[config.mk]
export PLATFORM = sky130hd
export DESIGN_NAME = pipe_ctrl
export DESIGN_NICKNAME = d
export VERILOG_FILES = /design/src/rtl/pipe_ctrl.sv
export SDC_FILE = /design/constraint.sdc
export NUM_CORES = 1
export LEC_CHECK = 0
export CORE_ASPECT_RATIO = 1.2
export CORE_MARGIN = 2
export CORE_UTILIZATION = 31
export CTS_CLUSTER_DIAMETER = 80
export DETAILED_ROUTE_END_ITERATION = 7
export PLACE_DENSITY = 0.74
export SYNTH_ARGS = -nofsm -noshare
export SYNTH_HDL_FRONTEND = slang
export SYNTH_SLANG_ARGS = --single-unit
[constraint.sdc]
create_clock -name clk -period 1.4 [get_ports clk]
set_input_delay 0.21 -clock clk [delete_from_list [all_inputs] [get_ports clk]]
set_output_delay 0.21 -clock clk [all_outputs]
set_load 0.02 [all_outputs]
[src/rtl/pipe_ctrl.sv]
// -----------------------------------------------------------------------------
// pipe_ctrl -- hazard and stall/flush controller for a five-stage pipeline.
//
// Purpose:
//   Decides stage stalls and flushes from memory wait conditions, load-use
//   hazards, control redirects and instruction-fetch waits. Selects the EX
//   operand forwarding paths. Records the cause of each cycle and watches
//   data-memory waits with a watchdog.
//
// Ports:
//   clk, reset                 clock, asynchronous active-high reset
//   id_rs, id_rt, id_uses_rt   ID-stage source registers, rt-is-source flag
//   ex_rd, ex_regwrite,
//   ex_memread                 EX-stage destination, write enable, load flag
//   mem_rd, mem_regwrite       MEM-stage destination and write enable
//   wb_rd, wb_regwrite         WB-stage destination and write enable
//   ex_branch_taken, id_jump   redirect sources
//   imem_req, imem_ok          fetch request and fetch data returned
//   dmem_req, dmem_ok          data access request and access complete
//   stall_f/d/e/m              hold the stage register (combinational)
//   flush_d/e/w                load a bubble into the stage register (comb.)
//   fwd_a, fwd_b               EX operand source: 00 RF, 01 WB, 10 MEM
//   ctrl_state                 registered cause: RUN/DWAIT/LUSTALL/IWAIT
//   dmem_timeout               sticky data-memory wait watchdog flag
//   perf_stall_cycles,
//   perf_flushes               performance counters (zero unless enabled)
//
// Configuration:
//   PIPE_CTRL_PERF_EN  when defined, the two 32-bit performance counters are
//                      implemented; otherwise both ports are tied to zero.
// -----------------------------------------------------------------------------
module pipe_ctrl (
  input  logic        clk,
  input  logic        reset,
  input  logic [4:0]  id_rs,
  input  logic [4:0]  id_rt,
  input  logic        id_uses_rt,
  input  logic [4:0]  ex_rd,
  input  logic        ex_regwrite,
  input  logic        ex_memread,
  input  logic [4:0]  mem_rd,
  input  logic        mem_regwrite,
  input  logic [4:0]  wb_rd,
  input  logic        wb_regwrite,
  input  logic        ex_branch_taken,
  input  logic        id_jump,
  input  logic        imem_req,
  input  logic        imem_ok,
  input  logic        dmem_req,
  input  logic        dmem_ok,
  output logic        stall_f,
  output logic        stall_d,
  output logic        stall_e,
  output logic        stall_m,
  output logic        flush_d,
  output logic        flush_e,
  output logic        flush_w,
  output logic [1:0]  fwd_a,
  output logic [1:0]  fwd_b,
  output logic [1:0]  ctrl_state,
  output logic        dmem_timeout,
  output logic [31:0] perf_stall_cycles,
  output logic [31:0] perf_flushes
);

  typedef enum logic [1:0] {
    ST_RUN     = 2'b00,
    ST_DWAIT   = 2'b01,
    ST_LUSTALL = 2'b10,
    ST_IWAIT   = 2'b11
  } state_t;

  state_t     state_r;
  state_t     state_next_s;
  logic       drop_pend_r;
  logic       drop_next_s;
  logic [7:0] dwait_cnt_r;
  logic       dmem_timeout_r;

  logic dstall_s, istall_s, redirect_s, lu_s, honour_s;
  logic stall_f_s, stall_d_s, stall_e_s, stall_m_s;
  logic flush_d_s, flush_e_s, flush_w_s;

  // Forwarding select: MEM result is younger, so it wins over WB on equal rd.
  function automatic logic [1:0] fwd_sel(input logic [4:0] src,
                                         input logic [4:0] m_rd, input logic m_we,
                                         input logic [4:0] w_rd, input logic w_we);
    logic [1:0] sel;
    if (m_we && (m_rd != 5'd0) && (m_rd == src)) begin
      sel = 2'b10;
    end else if (w_we && (w_rd != 5'd0) && (w_rd == src)) begin
      sel = 2'b01;
    end else begin
      sel = 2'b00;
    end
    return sel;
  endfunction

  // Hazard condition decode.
  always_comb begin
    dstall_s   = dmem_req & ~dmem_ok;
    istall_s   = imem_req & ~imem_ok;
    redirect_s = ex_branch_taken | id_jump;
    lu_s       = ex_memread & (ex_rd != 5'd0) &
                 ((ex_rd == id_rs) | (id_uses_rt & (ex_rd == id_rt)));
  end

  // Priority resolution: data wait, load-use, redirect, fetch wait.
  always_comb begin
    stall_f_s    = 1'b0;
    stall_d_s    = 1'b0;
    stall_e_s    = 1'b0;
    stall_m_s    = 1'b0;
    flush_d_s    = 1'b0;
    flush_e_s    = 1'b0;
    flush_w_s    = 1'b0;
    honour_s     = 1'b0;
    state_next_s = ST_RUN;
    if (dstall_s) begin
      stall_f_s    = 1'b1;
      stall_d_s    = 1'b1;
      stall_e_s    = 1'b1;
      stall_m_s    = 1'b1;
      flush_w_s    = 1'b1;
      state_next_s = ST_DWAIT;
    end else if (lu_s) begin
      // A simultaneous taken branch is re-evaluated once EX holds the bubble.
      stall_f_s    = 1'b1;
      stall_d_s    = 1'b1;
      flush_e_s    = 1'b1;
      state_next_s = ST_LUSTALL;
    end else if (redirect_s) begin
      flush_d_s    = 1'b1;
      flush_e_s    = ex_branch_taken;
      honour_s     = 1'b1;
      state_next_s = ST_RUN;
    end else if (istall_s) begin
      stall_f_s    = 1'b1;
      flush_d_s    = 1'b1;
      state_next_s = ST_IWAIT;
    end else begin
      state_next_s = ST_RUN;
    end
  end

  // Redirect during an outstanding fetch: the fetch in flight belongs to the
  // old path, so its returning instruction must be dropped from ID.
  always_comb begin
    if (honour_s && istall_s) begin
      drop_next_s = 1'b1;
    end else if (imem_ok) begin
      drop_next_s = 1'b0;
    end else begin
      drop_next_s = drop_pend_r;
    end
  end

  // Output drive; a pending drop forces flush_d on top of the priority result.
  always_comb begin
    stall_f      = stall_f_s;
    stall_d      = stall_d_s;
    stall_e      = stall_e_s;
    stall_m      = stall_m_s;
    flush_d      = flush_d_s | drop_pend_r;
    flush_e      = flush_e_s;
    flush_w      = flush_w_s;
    fwd_a        = fwd_sel(id_rs, mem_rd, mem_regwrite, wb_rd, wb_regwrite);
    fwd_b        = fwd_sel(id_rt, mem_rd, mem_regwrite, wb_rd, wb_regwrite);
    ctrl_state   = state_r;
    dmem_timeout = dmem_timeout_r;
  end

  // Cause register and pending-drop flag.
  always_ff @(posedge clk or posedge reset) begin
    if (reset) begin
      state_r     <= ST_RUN;
      drop_pend_r <= 1'b0;
    end else begin
      state_r     <= state_next_s;
      drop_pend_r <= drop_next_s;
    end
  end

  // Data-wait watchdog: saturating run-length counter and sticky timeout.
  always_ff @(posedge clk or posedge reset) begin
    if (reset) begin
      dwait_cnt_r    <= 8'd0;
      dmem_timeout_r <= 1'b0;
    end else if (dstall_s) begin
      if (dwait_cnt_r != 8'd255) begin
        dwait_cnt_r <= dwait_cnt_r + 8'd1;
      end
      // Flag rises on the same edge the counter reaches 255.
      if (dwait_cnt_r >= 8'd254) begin
        dmem_timeout_r <= 1'b1;
      end
    end else begin
      dwait_cnt_r <= 8'd0;
    end
  end

`ifdef PIPE_CTRL_PERF_EN
  logic [31:0] perf_stall_r;
  logic [31:0] perf_flush_r;

  // Performance counters; wrap naturally at 2^32.
  always_ff @(posedge clk or posedge reset) begin
    if (reset) begin
      perf_stall_r <= 32'd0;
      perf_flush_r <= 32'd0;
    end else begin
      if (stall_f | stall_d | stall_e | stall_m) begin
        perf_stall_r <= perf_stall_r + 32'd1;
      end
      if (flush_d | flush_e) begin
        perf_flush_r <= perf_flush_r + 32'd1;
      end
    end
  end

  assign perf_stall_cycles = perf_stall_r;
  assign perf_flushes      = perf_flush_r;
`else
  assign perf_stall_cycles = 32'd0;
  assign perf_flushes      = 32'd0;
`endif

endmodule

# Word-level counts from Yosys, hierarchy flattened

Index checks and enable logic that the tools add are counted.

Add/subtract/negate cells: 1
$lt $le $gt $ge: 1
Equal/unequal tests: 8
Multiplexer cells: 28
Bitwise operators: 10
Reductions and logical operators: 12

Operators with widths:

| operator                                                         | number |
|---|---|
| 5-bit equality test                                              | 6 |
| 1-bit two-way mux                                                | 20 |
| 8-bit two-way mux                                                | 2 |
| 5-bit nonzero test                                               | 3 |
| 2-bit two-way mux                                                | 6 |
| 8-bit by 1-bit adder with 8-bit output (second input constant)   | 1 |
| 8-bit greater-or-equal comparator (second input constant)        | 1 |
| 8-bit != test (second input constant)                            | 1 |
| 1-bit logical AND                                                | 7 |
| 1-bit bitwise AND                                                | 5 |
| 1-bit bitwise OR                                                 | 3 |
| 2-bit by 1-bit != test with 1-bit output (second input constant) | 1 |
| 1-bit inverter                                                   | 2 |
| 2-bit AND reduction                                              | 1 |
| 2-bit nonzero test                                               | 1 |

Register bits after elaboration: 12
Logic and storage cells: 64

# Logic depth before layout (Yosys ltp)

Gate-level depths: netlist (run 1).

Depth after elaboration: 8
Mapped depth: 6
Mapped depth without buffers: 5

# Least setup slack after synthesis (run 1)

Ideal clock, no wire load.

Path kind: input -> output
Start point: input port mem_rd[1]
End point: output port fwd_a[0]
Arrival time: 1541 ps
Required time: 1190 ps
Setup slack: -351 ps
Cell stages on the path: 4
Cell sequence: or4_4 > o21ai_2 > nor4_1 > nor4_2

Longest elaborated chain between the ends: 4
Elaborated cells on any way between the ends: 5
Classes of those cells: 1 x eq/ne; 1 x mux; 3 x reduce/logical

RTL lines:

| element             | line | RTL |
|---|---|---|
| start, declared     | 41   | `input logic [4:0] mem_rd,` |
| 5-bit nonzero test  | 89   | `if (m_we && (m_rd != 5'd0) && (m_rd == src)) begin` |
| 1-bit logical AND   | 89   |  |
| 1-bit logical AND * | 89   |  |
| 2-bit two-way mux * | 89   |  |
| end, declared       | 58   | `output logic [1:0] fwd_a,` |

Every way passes the cells marked *; elsewhere a longest branch is shown, timed or not.

# Worst setup path after layout (run 1)

Same ends and word-level chain as after synthesis.

==> results of run 1 <==
-- worst max-delay path, delay by kind of cell --
kind	cells	cell delay, ns
AND/OR/NAND/NOR	3	0.71
buffers and inverters	3	0.40
AO/OA/AOI/OAI	1	0.17
-- report_power, final --
group | internal [mW] | switching, mW | total, mW
Combinational | 0.301 | 0.399 | 0.700
Sequential | 0.357 | 0.00587 | 0.363
Clock | 0.250 | 0.146 | 0.395
-- Yosys cell counts --
cell and count:
nor4_2 2, nand4_1 2, a22o_1 2, conb_1 1, a31oi_1 3, nand3_1 4
o21ai_2 2, a21oi_1 5, or4_4 1, nor3_1 3, xor2_1 14, a211oi_1 2
o21a_1 1, o22ai_1 1, o41ai_1 1, nor2_1 8, buf_4 66, o211ai_1 1
nand2b_1 3, o21ai_0 4, or4_1 5, o21bai_1 1, xnor2_1 18, o22a_1 1
nand2_1 5, ha_1 2, nor4_1 2, and3_1 1, and4_1 1, clkbuf_1 2
o31ai_1 1, dfrtp_1 12, o2111ai_1 1, nand3b_1 1, o21ai_1 1, inv_1 4
nor3b_1 1
-- worst paths after layout --
| check | from | end | slack, ns |
|---|---|---|---|
| max reg2reg | dwait_cnt_r[1]$_DFFE_PP0P_ | dwait_cnt_r[7]$_DFFE_PP0P_ | 0.06 |
| min | reset | ctrl_state[1]$_DFF_PP0_ | 0.28 |
| min reg2reg | dmem_timeout$_DFFE_PP0P_ | dmem_timeout$_DFFE_PP0P_ | 0.47 |
| max | mem_rd[1] | fwd_a[0] | -0.30 |
| min in group clk | ex_rd[3] | drop_pend_r$_DFFE_PP0P_ | 0.44 |
| max in group asynchronous | reset | dwait_cnt_r[6]$_DFFE_PP0P_ | 0.79 |
-- logic make-up after synthesis --
logic type,count (synthesis)
buffers and inverters,72
xor gates and xnor gates,32
other,1
and+or+nand+nor,39
DFF,12
adders and majority gates,2
AOI/OAI and AO/OA,27
-- metrics by stage --
step           TNS, ns  utilization (%)  instance area, um2  worst slack [ns]  hold slack [ns]
4_1_cts          -2.05             47.2                2300            -0.452            0.293
5_1_grt          -2.07             50.3                2450            -0.353            0.342
6_report         -1.75             50.3                2450            -0.300            0.275
2_1_floorplan   -0.345                -                1840            -0.110           0.0747
3_5_place_dp    -11.55             44.4                2160             -1.14            0.467
3_3_place_gp    -11.27             44.4                2160             -1.13            0.466
-- area by class of cell --
type,instances,area share [%]
timing repair buffer,90,31.9
sequential,12,12.3
clock buffer,4,2.25
tap,60,3.06
multi-input combinational,164,49.9
inverter,4,0.613
-- registers in the layout (all words and copies together) (netlist names) --
signal and count:
dmem_timeout 1, drop_pend_r 1, dwait_cnt_r 8, ctrl_state 2
-- what timing repair did --
| action | 4_1_cts | 5_1_grt |
|---|---|---|
| pin swaps | 24 | 17 |
| resized for setup | 161 | 58 |
| setup endpoints to repair | 17 | 14 |
| setup buffers | 3 | 4 |
-- per-layer routing --
layer	vias to the layer above	GRT usage (%)	part of all wire [%]
met2	80	26.9	54
met5	-	0	0
met4	0	4.80	1.2
met1	652	14.8	35
met3	3	4.16	10
li1	679	-	-
==> qor.txt, run 1 <==
GRT Overall Usage: 14.3%
Chip width: 68.3 um
Final ANT Viol Nets: 0
Synth cell types: 37
Vias per cell: 4.23
Synth Area in Simple Gates: 15.0%
Compound-Gate Fraction of Synth Area: 11.8%
Antenna diodes: 0
Leak: 1.18 nW
Fmax: 588 MHz
CTS tree: yes
Yosys warns: 0
H-Tree Depth: 1
Critical path launch point type: input port
Vias in the first global route: 1353
Final non-filler cell total: 334
Largest net degree at the start of global routing: 13
XOR/XNOR Fraction of Synth Area: 18.2%
Slowest CP cell: or4_4
Final Hold Fails: 0
First-pass GRT wire length: 6030 um
Initial antenna violation count: 0
Filler cell count: 490
Synth area leaders: buf_4 32%, dfrtp_1 19%, xnor2_1 10%
Clock Skews: 0.00290 ns
Clock root cell: clkbuf_8
Crit end category: output port
Mux contribution to synthesized area: 0%
Hold Crit Class: in2async
Yosys reg bits: 12
Synthesized instance count: 185
# clock sinks: 12
Final RePlAce weighted congestion: 0.831
WP data required: 1.19 ns
Layout cells sized above 1: 44.9%
Avg WL per Cell: 12.3 um
Max incr delay on CP: 0.54 ns
Worst vdd ir: 261 uV
Post-Syn Area: 1540 um2
Pwr dens: 595 nW/um2
Num CTS Buffers: 3
Iteration-0 DRC count of the detailed router: 50
Syn_area_per_cell: 8.33 um2
Total Wirelength: 4100 um
Area Growth Syn to Fin: 59.1%
Total power: 1.46 mW
# hold bufs at CTS: 0
Final setup fails: 8
Clk_lat worst skew: 0.25 ns
Minimum clock period: 1.70 ns
Multi-input gate area: 1220 um2
Fin worst setup slack: -0.300 ns
R2R depth: 4
Sequence of cells on the critical path: buf_6 -> or4_4 -> o21ai_4 -> buf_6 -> nor4_4 -> nor4_4 -> buf_4
Die area: 5550 um2
Critical path class: in2out
Post-DP HPWL: 3150 um
Synth top area share: 32.2%
CP Data Arrival Time: 1.49 ns
Clock Pin Slew Worst Setup and Hold Paths: 0.06 ns
Dominant cell type by area after synthesis: buf_4
Buffers on Ports: 50
Most frequent cells in the layout: 64 x conb_1, 37 x buf_4, 22 x buf_6
Register area: 300 um2
Largest family of logic cells by synthesized area: buffers and inverters
Leading cell type in the layout, fill and taps excluded: conb_1
Die height: 81.2 um
Status: finished, violations left
Initial Utilization: 31.6%
Failing checks: negative setup slack
Row cnt: 28
Synth Area in Adders: 1.62%
1st-pass router iterations: 4
Critical-path maximum fanout: 2
Placed Instances: 324
Remaining DRCs: 0
Vias: 1414
Total grt overflow: 0
Core ar.: 4870 um2
Max Root-Sink Buffers: 2
Max-cap violations: 0
Final #Nets: 315
RSZ-0062 raised after global routing: true
Seq/Total Area, Yosys: 19.5%
Final-report max-slew violation count: 0
Ratio of final minimum period to clock period: 121%
IO Count: 116
(Power assumes the default switching activity.)
==> run 2, diff against run 1 <==
--- a/config.mk
+++ b/config.mk
@@ -11,6 +11,7 @@
 export CTS_CLUSTER_DIAMETER = 80
 export DETAILED_ROUTE_END_ITERATION = 7
 export PLACE_DENSITY = 0.74
+export SLEW_MARGIN = 20
 export SYNTH_ARGS = -nofsm -noshare
 export SYNTH_HDL_FRONTEND = slang
 export SYNTH_SLANG_ARGS = --single-unit
==> results of run 2 <==
Same layout as run 1: the final DEF is identical, and so are final timing and power.
==> run 3, diff against run 2 <==
--- a/config.mk
+++ b/config.mk
@@ -11,6 +11,7 @@
 export CTS_CLUSTER_DIAMETER = 80
 export DETAILED_ROUTE_END_ITERATION = 7
 export PLACE_DENSITY = 0.74
+export SKIP_CTS_REPAIR_TIMING = 1
 export SLEW_MARGIN = 20
 export SYNTH_ARGS = -nofsm -noshare
 export SYNTH_HDL_FRONTEND = slang
==> constraint.sdc (replaced) <==
create_clock -name clk -period 1.4 [get_ports clk]
set_input_delay 0.21 -clock clk [delete_from_list [all_inputs] [get_ports clk]]
set_output_delay 0.21 -clock clk [all_outputs]
set_load 0.005 [all_outputs]
==> run 3 against run 2 <==
The run still ends with negative setup slack left; worst setup slack lost 0.12 ns; non-clock buffer count decreased by 3; core utilization shrank 2.5 points; count of clock-buffer cells in the layout unchanged; clock skew hardly changed; die area unchanged; cell count down 0.90%; combinational power down 30%; sequential power hardly changed; highest routed layer unchanged; wire length down 5.4%; largest power group unchanged.
==> qor.txt, run 3 (synthesis gave the netlist of run 1 again) <==
Status: finished, violations left (unchanged)
Failing checks: negative setup slack (unchanged)
Largest net degree at the start of global routing: 13 (unchanged)
Final ANT Viol Nets: 0 (unchanged)
Leading cell type in the layout, fill and taps excluded: conb_1 (unchanged)
Fin worst setup slack: -0.421 ns (was -0.300 ns)
Critical path launch point type: input port (unchanged)
Hold Crit Class: in2async (unchanged)
1st-pass router iterations: 4 (unchanged)
Slowest CP cell: or4_4 (unchanged)
Final RePlAce weighted congestion: 0.850 (was 0.831)
Critical-path maximum fanout: 2 (unchanged)
Total grt overflow: 0 (unchanged)
H-Tree Depth: 1 (unchanged)
Vias in the first global route: 1285 (was 1353)
Final setup fails: 8 (unchanged)
Clock Skews: 0.00308 ns (was 0.00290 ns)
Clk network pwr share: 31.0% (was 27.1%)
Clock Pin Slew Worst Setup and Hold Paths: 0.06 ns (about the same)
Vias: 1404 (was 1414)
Fmax: 549 MHz (was 588 MHz)
Die height: 81.2 um (unchanged)
Placed Instances: 321 (was 324)
Core ar.: 4870 um2 (unchanged)
Critical path class: in2out (unchanged)
WP data required: 1.19 ns (about the same)
Final non-filler cell total: 331 (was 334)
Ratio of final minimum period to clock period: 130% (was 121%)
Max incr delay on CP: 0.53 ns (was 0.54 ns)
Combinational Power Share: 39.5% (was 48.0%)
Clock root cell: clkbuf_8 (unchanged)
Net Sw Power: 0.377 mW (was 0.550 mW)
Max-cap violations: 0 (unchanged)
Max reg flops: 8 (unchanged)
R2R depth: 4 (unchanged)
Initial antenna violation count: 0 (unchanged)
Pwr dens: 532 nW/um2 (was 595 nW/um2)
CP Data Arrival Time: 1.61 ns (was 1.49 ns)
Max Root-Sink Buffers: 2 (unchanged)
Sw frac: 30.4% (was 37.7%)
Die area: 5550 um2 (unchanged)
GRT Overall Usage: 13.3% (was 14.3%)
Final-report max-slew violation count: 0 (unchanged)
Total Wirelength: 3880 um (was 4100 um)
Minimum clock period: 1.82 ns (was 1.70 ns)
Top reg by flops: dwait_cnt_r (unchanged)
First-pass GRT wire length: 5640 um (was 6030 um)
P_int: 0.862 mW (was 0.908 mW)
Area Growth Syn to Fin: 51.3% (was 59.1%)
Post-Route Setup TNS: -1.86 ns (was -1.75 ns)
Most frequent cells in the layout: 64 x conb_1, 32 x buf_4, 17 x dlymetal6s2s_1 (was 64 x conb_1, 37 x buf_4, 22 x buf_6)
Crit end category: output port (unchanged)
Layout cells sized above 1: 33.9% (was 44.9%)
Initial Utilization: 31.6% (unchanged)
Avg WL per Cell: 11.7 um (was 12.3 um)
Num CTS Buffers: 3 (unchanged)
Iteration-0 DRC count of the detailed router: 51 (was 50)
FF-to-FF setup slack: 0.09 ns (was 0.06 ns)
Vias per cell: 4.24 (was 4.23)
Dpl ws: -1.10 ns (was -1.14 ns)
IO Count: 116 (unchanged)
Buffers on Ports: 50 (unchanged)
Sequence of cells on the critical path: buf_6 -> or4_4 -> o21ai_4 -> buf_6 -> nor4_4 -> nor4_4 -> buf_2 (was buf_6 -> or4_4 -> o21ai_4 -> buf_6 -> nor4_4 -> nor4_4 -> buf_4)
Antenna diodes: 0 (unchanged)
Seq pwr share: 29.4% (was 24.9%)
Row cnt: 28 (unchanged)
# clock sinks: 12 (unchanged)
Worst vdd ir: 345 uV (was 261 uV)
Leak: 1.25 nW (was 1.18 nW)
Post-DP HPWL: 3120 um (was 3150 um)
Final Hold Fails: 0 (unchanged)
Chip width: 68.3 um (unchanged)
Final #Nets: 312 (was 315)
Remaining DRCs: 0 (unchanged)
RSZ-0062 raised after global routing: true (unchanged)
CTS tree: yes (unchanged)
Clk_lat worst skew: 0.25 ns (about the same)
run 3: final timing paths:
path	startpoint	end
max in group asynchronous	reset	ctrl_state[1]$_DFF_PP0_
min reg2reg	dmem_timeout$_DFFE_PP0P_	dmem_timeout$_DFFE_PP0P_
max reg2reg	dwait_cnt_r[5]$_DFFE_PP0P_	dwait_cnt_r[5]$_DFFE_PP0P_
max	mem_rd[2]	fwd_b[0]
min in group clk	ex_rd[3]	drop_pend_r$_DFFE_PP0P_
min	reset	dwait_cnt_r[2]$_DFFE_PP0P_
run 3: worst max-delay path: cells and delay by family:
| kind | cells | cell delay, ns |
|---|---|---|
| AOI/OAI and AO/OA | 1 | 0.20 |
| buffers and inverters | 3 | 0.35 |
| and+or+nand+nor | 3 | 0.84 |
run 3: layout make-up:
| class | count | area, um2 |
|---|---|---|
| Multi-Input combinational cell | 164 | 1130 |
| Sequential cell | 12 | 300 |
| Fill cell | 501 | 2540 |
| Timing Repair Buffer | 87 | 752 |
| Inverter | 4 | 15.0 |
| Tap cell | 60 | 75.1 |
| Clock buffer | 4 | 55.1 |
run 3: layer usage:
| layer | part of all wire (%) | wire (um) | GRT usage (%) |
|---|---|---|---|
| met1 | 34 | 1330 | 12.9 |
| met2 | 54 | 2090 | 26.0 |
| met3 | 9.2 | 356 | 3.19 |
| met4 | 2.7 | 106 | 5.40 |
| met5 | 0 | 0 | 0 |
run 3: power by group through the flow:
stage / clock network [mW] / registers (mW) / logic (mW)
global placement: 0 / 0.369 / 0.442
detailed placement: 0 / 0.370 / 0.449
CTS: 0.398 / 0.364 / 0.451
finish: 0.385 / 0.365 / 0.490
floorplan: 0 / 0.371 / 0.308
global route: 0.406 / 0.366 / 0.541
run 3: stage by stage:
step	hold slack [ns]	cell area [um2]	power, mW	utilization, %
floorplan	0.0747	1790	0.679	-
global placement	0.463	2100	0.811	43.1
detailed placement	0.465	2100	0.819	43.1
CTS	0.302	2150	1.21	44.2
global route	0.349	2330	1.31	47.8
finish	0.281	2330	1.24	47.8
